`src/rtl/load_state_machine.sv`:
```
// Memory-to-register load controller: reads a burst of words from memory,
// one request/wait/write round per word, with a per-word stall timeout.
module load_state_machine #(
  parameter int ADDR_W  = 8,
  parameter int DATA_W  = 8,
  parameter int REG_W   = 4,
  parameter int CNT_W   = 4,
  parameter int TIMEOUT = 15
) (
  input  logic              clk,
  input  logic              reset,
  input  logic              ldFlag,
  input  logic [ADDR_W-1:0] baseAddr,
  input  logic [REG_W-1:0]  destReg,
  input  logic [CNT_W-1:0]  wordCount,
  input  logic              memReady,
  input  logic [DATA_W-1:0] memData,
  output logic              memRead,
  output logic [ADDR_W-1:0] memAddr,
  output logic              regIn,
  output logic [REG_W-1:0]  regAddr,
  output logic [DATA_W-1:0] regData,
  output logic              lwEnable,
  output logic              busy,
  output logic              loadEnd,
  output logic              loadErr
);

  localparam int TMO_W = $clog2(TIMEOUT + 1);

  typedef enum logic [2:0] {
    S_IDLE,
    S_REQ,
    S_WAIT,
    S_WRITE,
    S_DONE,
    S_ERR
  } state_t;

  state_t            state_q;
  logic [ADDR_W-1:0] addr_q;
  logic [REG_W-1:0]  reg_idx_q;
  logic [DATA_W-1:0] data_q;
  logic [CNT_W-1:0]  cnt_q;
  logic [TMO_W-1:0]  tmo_q;

  always_ff @(posedge clk) begin
    if (reset) begin
      state_q   <= S_IDLE;
      addr_q    <= '0;
      reg_idx_q <= '0;
      data_q    <= '0;
      cnt_q     <= '0;
      tmo_q     <= '0;
    end else begin
      case (state_q)
        S_IDLE: begin
          if (ldFlag) begin
            if (wordCount != '0) begin
              addr_q    <= baseAddr;
              reg_idx_q <= destReg;
              cnt_q     <= wordCount;
              state_q   <= S_REQ;
            end else begin
              state_q <= S_DONE;
            end
          end
        end
        S_REQ: begin
          tmo_q   <= '0;
          state_q <= S_WAIT;
        end
        S_WAIT: begin
          // A ready on the last allowed stall cycle still wins over the timeout.
          if (memReady) begin
            data_q  <= memData;
            state_q <= S_WRITE;
          end else begin
            tmo_q <= tmo_q + 1'b1;
            if (tmo_q == TMO_W'(TIMEOUT - 1)) begin
              state_q <= S_ERR;
            end
          end
        end
        S_WRITE: begin
          addr_q    <= addr_q + 1'b1;
          reg_idx_q <= reg_idx_q + 1'b1;
          cnt_q     <= cnt_q - 1'b1;
          state_q   <= (cnt_q == CNT_W'(1)) ? S_DONE : S_REQ;
        end
        S_DONE:  state_q <= S_IDLE;
        S_ERR:   state_q <= S_IDLE;
        default: state_q <= S_IDLE;
      endcase
    end
  end

  // Address/data buses are driven only while their strobe is active.
  assign memRead  = (state_q == S_REQ) || (state_q == S_WAIT);
  assign regIn    = (state_q == S_WRITE);
  assign lwEnable = memRead || regIn;
  assign busy     = (state_q != S_IDLE);
  assign loadEnd  = (state_q == S_DONE);
  assign loadErr  = (state_q == S_ERR);
  assign memAddr  = memRead ? addr_q : '0;
  assign regAddr  = regIn ? reg_idx_q : '0;
  assign regData  = regIn ? data_q : '0;

endmodule

```
`config.mk`:
```
export PLATFORM = sky130hd
export DESIGN_NAME = load_state_machine
export DESIGN_NICKNAME = d
export VERILOG_FILES = /design/src/rtl/load_state_machine.sv
export SDC_FILE = /design/constraint.sdc
export NUM_CORES = 1
export LEC_CHECK = 0
export BUFFER_PORTS_ARGS = -buffer_cell sky130_fd_sc_hd__buf_2
export CORE_MARGIN = 2
export CORE_UTILIZATION = 55
export DETAILED_ROUTE_END_ITERATION = 8
export GPL_ROUTABILITY_DRIVEN = 0
export GPL_TIMING_DRIVEN = 0
export PLACE_DENSITY_LB_ADDON = 0.05
export SLEW_MARGIN = 20
export SYNTH_ARGS = -nofsm -noshare
export SYNTH_HDL_FRONTEND = slang
export SYNTH_SLANG_ARGS = --single-unit
export TNS_END_PERCENT = 50
```
`constraint.sdc`:
```
create_clock -name clk -period 3.5 [get_ports clk]
set_input_delay 0.175 -clock clk [delete_from_list [all_inputs] [get_ports clk]]
set_output_delay 0.175 -clock clk [all_outputs]
set_load 0.01 [all_outputs]
```
Word level (Yosys, flattened, before mapping)
Index checks and enable logic that the tools add are counted.

operators by class
  add/sub/neg operators = 4
  equality and inequality tests = 11
  multiplexer cells = 20
  reductions and logical operators = 11

operators with widths
  kind                                               number
  2-to-1 mux 8 bit                                   4
  2-to-1 mux 4 bit                                   6
  case mux 4 bit (2 select lines)                    3
  case mux 8 bit (2 select lines)                    1
  2-to-1 mux 3 bit                                   5
  case mux 3 bit (4 select lines)                    1
  adder 4 x 1 -> 4 bit (second input constant)       2
  adder 8 x 1 -> 8 bit (second input constant)       1
  == test 3 x 2 -> 1 bit (second input constant)     2
  == test 3 bit (second input constant)              2
  inequality test 2 bit (second input constant)      3
  AND reduction 2 bit                                3
  == test 4 x 1 -> 1 bit (second input constant)     1
  == test 4 bit (second input constant)              1
  nonzero test 2 bit                                 2
  nonzero test 4 bit                                 1
  subtractor 4 x 1 -> 4 bit (second input constant)  1
  == test 3 x 1 -> 1 bit (second input constant)     1
  zero test 3 bit                                    1
  inequality test 3 bit (second input constant)      1
  AND reduction 3 bit                                1
  nonzero test 3 bit                                 1
  logical OR 1 bit                                   2

storage, ports and cells
  bits in registers = 31
  bits of input ports = 28

Logic depth before layout (Yosys ltp)
  depth in word-level cells = 4
  mapped depth = 7
  mapped depth without buffers = 5

Worst setup path before layout
Ideal clock, no wire load.

  path type = register to register
  start point = register state_q[2]
  end point = register addr_q[6]
  setup time = 133 ps
  arrival = 1499 ps
  data required time = 3367 ps
  slack = 1869 ps
  stages on the path, launching flop included = 7
  period minus slack after synthesis = 1631 ps
  cell sequence = dfxtp_1 > buf_6 > or4b_4 > buf_6 > o21a_4 > o21ai_1 > a31oi_1

between the ends
  cells in the longest elaborated chain, start to end = 3
  elaborated cells on any way between the ends = 7
  classes of those cells = 3 x eq/ne; 1 x mux; 3 x reduce/logical

RTL lines
  item                                                                   RTL line  text
  start, declared                                                        40        state_t state_q;
  start signal, assigned                                                 89        state_q <= (cnt_q == CNT_W'(1)) ? S_DONE : S_REQ;
  zero test 3 bit or == test 3 x 2 -> 1 bit (tied branches)              56        case (state_q)
  inequality test 2 bit (no line) or nonzero test 2 bit (tied branches)  -
  AND reduction 3 bit (no line)                                          -
  end signal, assigned                                                   60        addr_q <= baseAddr;
  end signal, assigned                                                   86        addr_q <= addr_q + 1'b1;
  end, declared                                                          41        logic [ADDR_W-1:0] addr_q;

Parallel ways exist; a longest one is shown, timed or not.
A chain may end at the register's enable or synchronous reset.

Final worst setup path
  start point = register state_q[0]
  end point = output regAddr[3]

between the ends
  cells in the longest elaborated chain, start to end = 2

RTL lines
  item                    RTL line  text
  == test 3 x 2 -> 1 bit  100       assign regIn = (state_q == S_WRITE);
  2-to-1 mux 4 bit        106       assign regAddr = regIn ? reg_idx_q : '0;
  end, declared           21        output logic [REG_W-1:0] regAddr,

No other way between the ends.

==> impl_metrics.tcl <==
set metrics [dict create \
    setup_viol 0 \
    io-pin-count 54 \
    die_h_um 61.6 \
    clkLatencyLatePin_ns 0.34 \
    drt-vias-per-instance 5.44 \
    worst_slew_pin_slew_ns 0.683 \
    fp.dieW_um 61.6 \
    drc 0 \
    finClkSkew_ns 0.00799 \
    yosysUniqueCellTypes 46 \
    grt_pass1_wl_um 6690 \
    layout.nets 318 \
    finish.instance_area_um2 2190 \
    end_kind "output port" \
    wl_per_cell_um 12.8 \
    layout_min_cycle_time_ns 2.08 \
    avgSynthCellArea_um2 8.10 \
    finalCritPeriodShare 0.595 \
    placed_cell_area_um2 2140 \
    cts_buffer_depth 2 \
    row_count 20 \
    cts_made_buffers 5 \
    htreeDepth 2 \
    netlist_instances 225 \
    antenna_found_initial 0 \
    synth_warnings 0 \
    cellLeakagePower_nw 0.930 \
    drt_iter0_markers 152 \
    path_cells "nand3b_1 > inv_2 > clkbuf_1 > and2_1 > buf_2" \
    drv_cap 0 \
    p_comb_frac 0.333 \
    vias 1784 \
    antenna_cells 0 \
    crit_type "reg2out" \
    port_buffers 52 \
    async_flop_share 0 \
    ant_nets 0 \
    grt_pass1_vias 1516 \
    cellPowerDensity_nw_per_um2 444 \
    drive_above_1_share 0.246 \
    p_clk_frac 0.225 \
    grt_overflow 0 \
    post-cts-setup-buffers 0 \
    cts_tree "yes" \
    power_switching_uw 352 \
    layout.cells.most_common "buf_2" \
    hold_violations 0 \
    routed_wl_um 4190 \
    ys_ff_latch 31 \
    hold-worst-slack_ns 0.0679 \
    hp-class "in2reg" \
    syn_nets 259 \
    crit_required_ns 3.32 \
    status "finished, final reports clean" \
    postCtsResizedCells 0 \
    hpwl_um 2990 \
    p_int_uw 622 \
    root_buffer "clkbuf_4" \
    dieArea_um2 3790 \
    clock_sinks 31 \
    pwr-share-seq 0.442 \
    synth_edf_count 0 \
    startpoint_type "flop" \
    coreArea_um2 3100 \
    grt_setup_unrepaired "false" \
    critPathMaxFanout 10 \
    fmax_mhz 480 \
    syn_area_um2 1820 \
    area_growth_pct 20.4 \
    slew-limit-headroom 0.541 \
    drv_slew 0 \
    synth_ff_type "dfxtp_1" \
    switching_share 0.362 \
    ir_drop_mv 0.234 \
    fin_tns_setup_ns 0 \
    arrival_ns 1.91 \
    synth-seq-area-share 0.341 \
    max_stage_delay_ns 0.47 \
    start_util 0.587 \
    grtUsageTotal 0.238 \
    critPathSlowestCell "dfxtp_1" \
    clk_pin_slew_ns 0.10 \
    first_pass_iters 4 \
    final_cell_mix "53 x buf_2, 31 x dfxtp_1, 28 x nor2_1" \
    cts_hold_buf 0 \
    grt_start_max_net_pins 11 \
]
## worst max-delay path: cells and delay by family (launching register included)
kind	cells	cell delay, ns
buffers and inverters	3	0.59
and+or+nand+nor	2	0.50
DFF	1	0.47
## cell usage after synthesis (2+ instances only)
master / instances / share of area
o21ai_1: 13 / 0.036
ha_1: 6 / 0.041
xnor2_1: 2 / 0.0096
a211oi_1: 6 / 0.025
nor3_1: 4 / 0.011
nand3b_1: 2 / 0.0082
nor2_1: 28 / 0.058
inv_1: 7 / 0.014
clkbuf_1: 9 / 0.019
and3_1: 2 / 0.0069
nor4_1: 2 / 0.0069
nand2_1: 13 / 0.027
mux2i_1: 9 / 0.049
or3_1: 2 / 0.0069
a21oi_1: 19 / 0.052
nand3_1: 6 / 0.016
buf_6: 2 / 0.012
o31ai_1: 3 / 0.012
inv_2: 2 / 0.0041
a311oi_1: 2 / 0.0096
dfxtp_1: 31 / 0.34
nand2b_1: 2 / 0.0069
nor3b_1: 3 / 0.012
and2_1: 22 / 0.076
a31oi_1: 6 / 0.021
o21ai_0: 2 / 0.0055
## power groups by stage
stage	Combinational (mW)	Sequential (mW)	Clock, mW
final	0.324	0.431	0.219
after floorplan	0.236	0.428	0
after global placement	0.319	0.437	0
after global routing	0.360	0.440	0.238
after detailed placement	0.322	0.438	0
after CTS	0.324	0.430	0.218
## sequential cells by signal, indices dropped and copies added, names as in the netlist
name and count:
reg_idx_q 4, cnt_q 4, state_q 3, addr_q 8
tmo_q 4, data_q 8
## logic make-up (layout without fill, tap and decap cells)
group           Yosys count  in the layout  share of synthesized area
flops                    31             31                      0.341
compound gates           62             62                      0.214
fa+ha+maj                 6              6                     0.0412
buf+inv                  23             82                     0.0625
mux                       9              9                     0.0495
xor+xnor                  2              2                    0.00962
simple gates             92             92                      0.283
## path summary, 6_finish.rpt
| path | from | to | slack (ns) | cells past startpoint |
|---|---|---|---|---|
| max reg2reg | state_q[2] | addr_q[6] | 1.76 | 6 |
| max | state_q[0] | regAddr[3] | 1.42 | 5 |
| min reg2reg | data_q[5] | data_q[5] | 0.50 | 2 |
| min | memData[7] | data_q[7] | 0.07 | 3 |
## final cells by class
type                            instances  area [um2]
Buffer                                 14        80.1
Sequential cell                        31         621
Clock buffer                            6        51.3
Timing Repair Buffer                   52         260
Tap cell                               44        55.1
Inverter                                9        33.8
Fill cell                             292         910
Multi-Input combinational cell        171        1090
Clock inverter                          1        5.00
## through the flow
step	setup WS (ns)	instances	total power, mW	utilization
after floorplan	1.87	225	0.665	-
after global placement	1.77	321	0.756	0.689
after detailed placement	1.78	321	0.760	0.689
after CTS	1.40	328	0.971	0.707
after global routing	1.27	328	1.04	0.707
final	1.42	328	0.974	0.707
## layer usage
metal / GRT usage / up-vias / part of all wire
li1: - / 923 / -
met1: 0.309 / 799 / 0.48
met2: 0.382 / 53 / 0.45
met3: 0.0714 / 9 / 0.064
met4: 0.0729 / 0 / 0.011
met5: 0 / - / 0
No activity file was read; power rests on OpenSTA's default activity.
